## config.mk

```make
export PLATFORM = sky130hd
export DESIGN_NAME = inv_mix_columns_iter
export DESIGN_NICKNAME = d
export VERILOG_FILES = /design/src/rtl/aes_pkg.sv /design/src/rtl/inv_mix_col.sv /design/src/rtl/inv_mix_columns_iter.sv
export SDC_FILE = /design/constraint.sdc
export NUM_CORES = 1
export LEC_CHECK = 0
export ABC_CLOCK_PERIOD_IN_PS = 5450
export CORE_MARGIN = 2
export CORE_UTILIZATION = 45
export DETAILED_ROUTE_END_ITERATION = 8
export HOLD_SLACK_MARGIN = 0.03
export PLACE_DENSITY = 0.76
export SYNTH_ARGS = -nofsm -noshare
export SYNTH_HDL_FRONTEND = slang
export SYNTH_SLANG_ARGS = --single-unit
```

## constraint.sdc

```tcl
create_clock -name clk -period 5.45 [get_ports clk]
set_clock_uncertainty 0.15 [all_clocks]
set_input_delay 1.09 -clock clk [delete_from_list [all_inputs] [get_ports clk]]
set_output_delay 1.09 -clock clk [all_outputs]
set_load 0.05 [all_outputs]
```

## src/rtl/aes_pkg.sv

```systemverilog
// Shared AES definitions: control FSM encoding, GF(2^8) reduction constant,
// InvMixColumns coefficients and the xtime/multiply helpers built on them.
package aes_pkg;

  // Control states of the iterative InvMixColumns engine
  typedef enum logic [1:0] {
    StIdle = 2'd0,
    StBusy = 2'd1,
    StDone = 2'd2
  } imc_state_e;

  // Low byte of the field polynomial x^8+x^4+x^3+x+1
  localparam logic [7:0] GfReduce = 8'h1B;

  // InvMixColumns matrix row 0; later rows are right rotations of it
  localparam logic [7:0] CoefE = 8'h0E;
  localparam logic [7:0] CoefB = 8'h0B;
  localparam logic [7:0] CoefD = 8'h0D;
  localparam logic [7:0] Coef9 = 8'h09;

  // Multiply by x in GF(2^8)
  function automatic logic [7:0] xtime(input logic [7:0] v);
    return {v[6:0], 1'b0} ^ (v[7] ? GfReduce : 8'h00);
  endfunction

  // Multiply by a 4-bit constant given precomputed powers v, 2v, 4v, 8v
  function automatic logic [7:0] gf_mul_pow(input logic [3:0] coef,
                                            input logic [7:0] x1,
                                            input logic [7:0] x2,
                                            input logic [7:0] x4,
                                            input logic [7:0] x8);
    logic [7:0] r;
    r = 8'h00;
    if (coef[0]) r = r ^ x1;
    if (coef[1]) r = r ^ x2;
    if (coef[2]) r = r ^ x4;
    if (coef[3]) r = r ^ x8;
    return r;
  endfunction

endpackage

```

## src/rtl/inv_mix_col.sv

```systemverilog
// Combinational InvMixColumns on a single 32-bit column. Byte [31:24] is row 0.
// Each byte goes through one xtime chain (x2, x4, x8); the 0e/0b/0d/09
// products are XOR combinations of those powers.
module inv_mix_col
  import aes_pkg::*;
(
  input  logic [31:0] col_i,
  output logic [31:0] col_o
);

  logic [7:0] a   [4];
  logic [7:0] x2  [4];
  logic [7:0] x4  [4];
  logic [7:0] x8  [4];
  logic [7:0] pe  [4];
  logic [7:0] pb  [4];
  logic [7:0] pd  [4];
  logic [7:0] p9  [4];

  // Per-byte xtime chain and the four constant products
  always_comb begin
    for (int i = 0; i < 4; i++) begin
      a[i]  = col_i[31-8*i -: 8];
      x2[i] = xtime(a[i]);
      x4[i] = xtime(x2[i]);
      x8[i] = xtime(x4[i]);
      pe[i] = gf_mul_pow(CoefE[3:0], a[i], x2[i], x4[i], x8[i]);
      pb[i] = gf_mul_pow(CoefB[3:0], a[i], x2[i], x4[i], x8[i]);
      pd[i] = gf_mul_pow(CoefD[3:0], a[i], x2[i], x4[i], x8[i]);
      p9[i] = gf_mul_pow(Coef9[3:0], a[i], x2[i], x4[i], x8[i]);
    end
  end

  // Matrix rows: circulant rotation of (0e, 0b, 0d, 09)
  always_comb begin
    col_o[31:24] = pe[0] ^ pb[1] ^ pd[2] ^ p9[3];
    col_o[23:16] = p9[0] ^ pe[1] ^ pb[2] ^ pd[3];
    col_o[15:8]  = pd[0] ^ p9[1] ^ pe[2] ^ pb[3];
    col_o[7:0]   = pb[0] ^ pd[1] ^ p9[2] ^ pe[3];
  end

endmodule

```

## src/rtl/inv_mix_columns_iter.sv

```systemverilog
// Iterative InvMixColumns: one shared column datapath transforms the captured
// state in place, one column per cycle, behind a valid/ready handshake on both
// sides. The result register is only exposed (out_valid) once all columns are
// done, and a new state may be accepted in the same cycle the result drains.
module inv_mix_columns_iter
  import aes_pkg::*;
#(
  parameter int unsigned N_COLS = 4
) (
  input  logic                  clk,
  input  logic                  rst_n,
  input  logic                  in_valid,
  output logic                  in_ready,
  input  logic [32*N_COLS-1:0]  state,
  output logic                  out_valid,
  input  logic                  out_ready,
  output logic [32*N_COLS-1:0]  NewState
);

  localparam int unsigned DataW = 32 * N_COLS;
  localparam int unsigned CntW  = (N_COLS > 1) ? $clog2(N_COLS) : 1;
  localparam logic [CntW-1:0] LastCol = CntW'(N_COLS - 1);

  imc_state_e       fsm_q;
  logic [CntW-1:0]  cnt_q;
  logic [DataW-1:0] data_q;
  logic             out_valid_q;

  logic [31:0]      col_in;
  logic [31:0]      col_out;
  logic [DataW-1:0] data_col_d;
  logic             accept;

  // Ready in IDLE, or in DONE when the result drains this cycle
  assign in_ready = (fsm_q == StIdle) || ((fsm_q == StDone) && out_ready);
  assign accept   = in_valid && in_ready;

  assign out_valid = out_valid_q;
  assign NewState  = data_q;

  // Select the column addressed by the counter; column 0 is the top word
  always_comb begin
    col_in = '0;
    for (int unsigned c = 0; c < N_COLS; c++) begin
      if (cnt_q == CntW'(c)) begin
        col_in = data_q[DataW-1-32*c -: 32];
      end
    end
  end

  inv_mix_col u_inv_mix_col (
    .col_i (col_in),
    .col_o (col_out)
  );

  // Data register with the current column replaced by its transform
  always_comb begin
    data_col_d = data_q;
    for (int unsigned c = 0; c < N_COLS; c++) begin
      if (cnt_q == CntW'(c)) begin
        data_col_d[DataW-1-32*c -: 32] = col_out;
      end
    end
  end

  // Control FSM with registered out_valid, column counter and data register
  always_ff @(posedge clk or negedge rst_n) begin
    if (!rst_n) begin
      fsm_q       <= StIdle;
      cnt_q       <= '0;
      data_q      <= '0;
      out_valid_q <= 1'b0;
    end else begin
      unique case (fsm_q)
        StIdle: begin
          if (accept) begin
            data_q <= state;
            cnt_q  <= '0;
            fsm_q  <= StBusy;
          end
        end
        StBusy: begin
          data_q <= data_col_d;
          if (cnt_q == LastCol) begin
            cnt_q       <= '0;
            fsm_q       <= StDone;
            out_valid_q <= 1'b1;
          end else begin
            cnt_q <= cnt_q + 1'b1;
          end
        end
        StDone: begin
          if (out_ready) begin
            out_valid_q <= 1'b0;
            // Back-to-back: capture the next state while the result drains
            if (in_valid) begin
              data_q <= state;
              cnt_q  <= '0;
              fsm_q  <= StBusy;
            end else begin
              fsm_q <= StIdle;
            end
          end
        end
        default: begin
          fsm_q       <= StIdle;
          cnt_q       <= '0;
          out_valid_q <= 1'b0;
        end
      endcase
    end
  end

endmodule

```

# ---- Word level (Yosys, flattened, before mapping)
# Cells that the tools add are included.
dict set report op_classes {
  addsub 1
  n_eq_ne 12
  n_mux 37
  n_bitwise 53
  n_reduce_logical 13
}
# op n
set op_table {}
lappend op_table {{$xor 8x8->8} 52}
lappend op_table {{$mux 128} 3}
lappend op_table {{$pmux 128 s3} 1}
lappend op_table {{$mux 32} 8}
lappend op_table {{$mux 5} 12}
lappend op_table {{$reduce_and 5->1} 4}
lappend op_table {{$mux 2} 7}
lappend op_table {{$ne 2x2->1 const B} 7}
lappend op_table {{$pmux 2 s3} 2}
lappend op_table {{$reduce_and 3->1} 3}
lappend op_table {{$eq 2x2->1 const B} 3}
lappend op_table {{$eq 2x1->1 const B} 2}
lappend op_table {{$logic_not 2->1} 2}
lappend op_table {{$mux 1} 3}
lappend op_table {{$pmux 1 s3} 1}
lappend op_table {{$reduce_bool 3->1} 1}
lappend op_table {{$add 2x1->2 const B} 1}
lappend op_table {{$logic_and 1x1->1} 2}
lappend op_table {{$logic_or 1x1->1} 1}
lappend op_table {{$not 1->1} 1}
dict set report totals {
  reg_bits 133
  word_cells 123
}

# ---- Depth between registers and ports, before layout
dict set report logic_depth {
  depth_word 17
  ltp_mapped 14
  depth_no_buf 11
}

# ---- By module
# From an unflattened synthesis, not the netlist that was laid out.
dict set report unflattened {
  hier_cells 925
  area_unflattened_um2 9564.2
}
# mod instances cells_each area_per_inst_um2 seq_area_each_um2
set by_module_without_submodules {}
lappend by_module_without_submodules {inv_mix_columns_iter 1 735 7475.9 3328.2}
lappend by_module_without_submodules {inv_mix_col 1 190 2088.3 0.0}

# ---- Least setup slack after synthesis
# Ideal clock, no wire load.
dict set report synth_timing {
  path_type {register to register}
  from {register cnt_q[0]}
  to {register data_q[100] (netlist: NewState[100])}
  setup_time_ns 0.133
  arrival_ns 3.032
  t_required_ns 5.167
  setup_slack_ns 2.135
  path_stages_with_launch 14
  n_path_buf 3
  cell_sequence {dfrtp_1 > inv_1 > ha_1 > buf_4 > nor2_4 > buf_4 > buf_6 > a311oi_1 > a211oi_4 > xnor3_1 > xor2_1 > xnor2_1 > xnor2_1 > o22ai_1}
}
dict set report synth_between {
  elab_chain_len 15
  elab_cells_between_ends 45
}
# item line
set synth_rtl {}
lappend synth_rtl {{from (decl)} inv_mix_columns_iter.sv:25} ;# logic [CntW-1:0] cnt_q;
lappend synth_rtl {{from (signal assigned)} inv_mix_columns_iter.sv:89} ;# cnt_q <= cnt_q + 1'b1;
lappend synth_rtl {{$logic_not 2->1} {inv_mix_columns_iter.sv:45, inv_mix_columns_iter.sv:60}}
lappend synth_rtl {{$mux 32 (4 in series)} inv_mix_columns_iter.sv:45} ;# if (cnt_q == CntW'(c)) begin
lappend synth_rtl {{$xor 8x8->8 / $mux 5 (equally long branches)} aes_pkg.sv:23} ;# return {v[6:0], 1'b0} ^ (v[7] ? GfReduce : 8'h00);
lappend synth_rtl {{$mux 5 / $xor 8x8->8 (equally long branches)} aes_pkg.sv:23}
lappend synth_rtl {{$xor 8x8->8 / $mux 5 (equally long branches)} aes_pkg.sv:23}
lappend synth_rtl {{$xor 8x8->8, on equally long branches} {aes_pkg.sv:23, aes_pkg.sv:36}}
lappend synth_rtl {{$xor 8x8->8} aes_pkg.sv:37} ;# if (coef[3]) r = r ^ x8;
lappend synth_rtl {{$xor 8x8->8 (3 in series)} inv_mix_col.sv:39} ;# col_o[7:0] = pb[0] ^ pd[1] ^ p9[2] ^ pe[3];
lappend synth_rtl {{$mux 32} inv_mix_columns_iter.sv:60} ;# if (cnt_q == CntW'(c)) begin
lappend synth_rtl {{$pmux 128 s3} inv_mix_columns_iter.sv:74} ;# unique case (fsm_q)
lappend synth_rtl {{to (signal assigned)} inv_mix_columns_iter.sv:77} ;# data_q <= state;
lappend synth_rtl {{to (signal assigned)} inv_mix_columns_iter.sv:83} ;# data_q <= data_col_d;
lappend synth_rtl {{to (signal assigned)} inv_mix_columns_iter.sv:97} ;# data_q <= state;
lappend synth_rtl {{to (decl)} inv_mix_columns_iter.sv:26} ;# logic [DataW-1:0] data_q;
# Parallel ways exist; a longest one is shown, timed or not. The select of a mux whose other input is x is not followed.
# A chain may end at the register's enable or synchronous reset.

# ---- Worst setup path after layout
dict set report layout_timing {
  from {register cnt_q[1]}
  to {register data_q[109] (netlist: NewState[109])}
}
dict set report layout_between {
  elab_chain_len 15
  elab_cells_between_ends 42
}
# item line
set layout_rtl {}
lappend layout_rtl {{$logic_not 2->1} {inv_mix_columns_iter.sv:45, inv_mix_columns_iter.sv:60}}
lappend layout_rtl {{$mux 32 (4 in series)} inv_mix_columns_iter.sv:45}
lappend layout_rtl {{$mux 5 / $xor 8x8->8 (equally long branches)} aes_pkg.sv:23}
lappend layout_rtl {{$xor 8x8->8 / $mux 5 (equally long branches)} aes_pkg.sv:23}
lappend layout_rtl {{$xor 8x8->8} aes_pkg.sv:23}
lappend layout_rtl {{$xor 8x8->8, on equally long branches} {aes_pkg.sv:36, aes_pkg.sv:23}}
lappend layout_rtl {{$xor 8x8->8} aes_pkg.sv:37}
lappend layout_rtl {{$xor 8x8->8 (3 in series)} inv_mix_col.sv:38} ;# col_o[15:8] = pd[0] ^ p9[1] ^ pe[2] ^ pb[3];
lappend layout_rtl {{$mux 32} inv_mix_columns_iter.sv:60}
lappend layout_rtl {{$pmux 128 s3} inv_mix_columns_iter.sv:74}
# Parallel ways exist; a longest one is shown, timed or not. The select of a mux whose other input is x is not followed.

==> impl_summary.log <==
[metrics] result of the run: finished clean
[metrics] placement row count: 51
[metrics] total routed wirelength: 32600 um
[metrics] layout cell share with drive strength beyond 1: 8.71%
[metrics] ANT cells: 0
[metrics] nature of the critical path startpoint: flip-flop
[metrics] minimum clock period: 4.28 ns
[metrics] Total Routing Usage GR: 30.8%
[metrics] Hold-fix buffers, CTS: 0
[metrics] category of the most critical setup path: flip-flop to flip-flop
[metrics] Synth area leaders: dfrtp_1 37%, xnor2_1 12%, nor2_1 5.9%
[metrics] number of setup violations in the final report: 0
[metrics] post-CTS sizing: 0
[metrics] Yosys cell types: 56
[metrics] H-Tree Level Count: 4
[metrics] starting density of the core: 46.1%
[metrics] maximum number of pins on one net before global-route repair: 91
[metrics] most common cell after layout, fill and taps aside: clkdlybuf4s50_1
[metrics] worst slack at placement: 1.33 ns
[metrics] post-synthesis net count: 1104
[metrics] final core utilization: 63.6%
[metrics] clock tree from TritonCTS: done
[metrics] area enclosed by the die boundary: 21200 um2
[metrics] Boundary Pins: 262
[metrics] total number of vias: 8577
[metrics] synthesis-stage register bit count: 133
[metrics] core region area: 19600 um2
[metrics] antenna violation net count after detailed routing: 0
[metrics] number of cells in the finished layout apart from fillers: 1482
[metrics] iteration-0 DRC count of the detailed router: 761
[metrics] floorplan die width: 146 um
[metrics] Maximum Capacitance Violations: 0
[metrics] HPWL reported at the end of detailed placement: 24200 um
[metrics] Filler cells: 1635
[metrics] die extent in y: 146 um
[metrics] unrepaired setup endpoints after global routing: no
[metrics] count of TritonRoute iterations in the first routing pass: 6
[metrics] gp weighted congestion: 0.980
[metrics] register area: 3330 um2
[metrics] top library cells by usage in the layout, fill and taps aside: 260 x clkdlybuf4s50_1, 142 x nor2_1, 133 x dfrtp_1
[metrics] Critical Path End Type: flip-flop
[metrics] most area-hungry cell type in the Yosys netlist: dfrtp_1
[metrics] dominant synthesized flop cell: dfrtp_1
[metrics] area growth from synthesis to final layout: 37.8%
[metrics] cts bufs inserted: 17
[metrics] number of port buffers: 261
[metrics] Fmax achieved: 0.234 GHz
[metrics] Wirelength per Cell: 22.0 um
[metrics] number of nets in the layout: 1341
[metrics] asr flop ratio synth: 100%
[metrics] global-route congestion overflow total: 0
[metrics] Relative slew margins: 21.3%
[metrics] total number of yosys warnings: 0
[metrics] antenna violations before repair: 0
[metrics] count of clock tree sinks: 133
[metrics] wire length of the first global-routing pass: 51000 um
[metrics] final-report hold violation count: 0
[metrics] via density per instance: 5.79
[metrics] final-layout setup total negative slack: 0 ns
[metrics] area share of the largest cell type after synthesis: 36.8%
[metrics] Final Max Tran Viols: 0
[metrics] data arrival time of the critical path: 4.48 ns
[metrics] Clock Pin Slew Worst Setup and Hold Paths: 0.06 ns
[metrics] post-CTS setup buffer count: 0
[metrics] maximum buffer depth of the clock tree: 2
[metrics] number of enable-type register cells in the synthesized netlist: 0
[metrics] slew of the pin with the lowest slew margin: 1.18 ns
[metrics] Clock Latency Late Sink: 0.43 ns
[metrics] clock tree root driver cell: clkbuf_16
[metrics] min-delay worst type: flip-flop to flip-flop
[metrics] largest fanout on the critical path: 22
[metrics] area occupied by multi-input gates: 5410 um2
[metrics] via count of the first global-routing pass: 8702
[metrics] mean instance size in the synthesized netlist: 9.33 um2
[metrics] required time of the critical path: 5.65 ns
[metrics] Synth Instances: 968
[metrics] synthesized cell area: 9030 um2
[metrics] number of cells after detailed placement: 1451
[metrics] sequential share of the synthesized area: 36.8%
[metrics] final critical-path share of the clock period: 78.4%
[metrics] Residual DRC: 0
[metrics] worst path setup slack after routing: 1.17 ns
[kinds of logic after synthesis]
| family | count (synthesis) | synth area share, % |
|---|---|---|
| and+or+nand+nor | 277 | 12.8 |
| xor gates and xnor gates | 190 | 23.5 |
| buffers and inverters | 70 | 3.70 |
| adders and majority gates | 4 | 0.554 |
| AOI/OAI and AO/OA | 294 | 22.6 |
| DFF | 133 | 36.8 |
[routing by layer]
metal | up-vias | wire length, um | global-route usage [%]
met5 | - | 0 | 0
met1 | 4161 | 13600 | 41.6
met4 | 0 | 847 | 10.1
met3 | 61 | 2750 | 7.52
met2 | 482 | 15400 | 49.0
li1 | 3873 | - | -
[critical path, cell delays in order (launching register included)]
cell and delay, ns:
dfrtp_1 0.42, inv_1 0.09, ha_2 0.51, nor2b_2 0.15
buf_4 0.24, a22oi_1 0.18, a21oi_1 0.16, xnor2_1 0.42
xnor3_1 0.53, xnor2_1 0.44, xnor3_1 0.56, nor2_2 0.17
o22a_1 0.17
[worst paths after layout]
path	cells after the start	start	slack [ns]	end
max in group asynchronous	2	rst_n	3.47	NewState[85]
max	12	cnt_q[1]	1.17	NewState[109]
max reg2reg	12	cnt_q[1]	1.17	NewState[109]
min in group asynchronous	1	rst_n	0.59	NewState[99]
min	2	out_valid	0.37	out_valid
min reg2reg	2	out_valid	0.37	out_valid
[metrics by stage]
step                      area, um2  hold WS [ns]
after floorplan                9030         0.323
after global placement        11900         0.354
after detailed placement      11900         0.361
after CTS                     12500         0.375
after global routing          12500         0.405
final                         12500         0.367
[cells in the mapped netlist (3+ instances only)]
cell,n
o211ai_1,3
inv_1,4
o31ai_1,17
a22o_1,19
o22a_1,8
xnor2_1,127
buf_4,3
o32ai_1,5
o21ai_1,4
xor2_1,25
buf_6,7
ha_1,4
o22ai_1,46
a221oi_1,5
xnor2_2,12
clkbuf_1,46
buf_2,6
a22oi_1,16
a21oi_1,96
nand3b_1,12
a21oi_2,7
dfrtp_1,133
nand2_1,105
a31oi_2,4
xnor3_1,20
nand2b_1,3
xnor2_4,4
a31oi_4,6
o21ai_0,12
a31oi_1,32
nor2_1,143
[layout make-up]
class                           count  share of cell area, %
Timing Repair Buffer              282                   22.3
Tap cell                          265                   2.66
Sequential cell                   133                   26.7
Clock buffer                       21                   3.70
Inverter                            6                  0.181
Clock inverter                     10                  0.995
Multi-Input combinational cell    765                   43.5
[state kept, by name (all words and copies together) (netlist names)]
| name | count |
|---|---|
| out_valid | 1 |
| cnt_q | 2 |
| NewState | 128 |
| fsm_q | 2 |
Power is not shown: default switching activity piles up to over one toggle a cycle in this logic, so the estimate is an artifact.
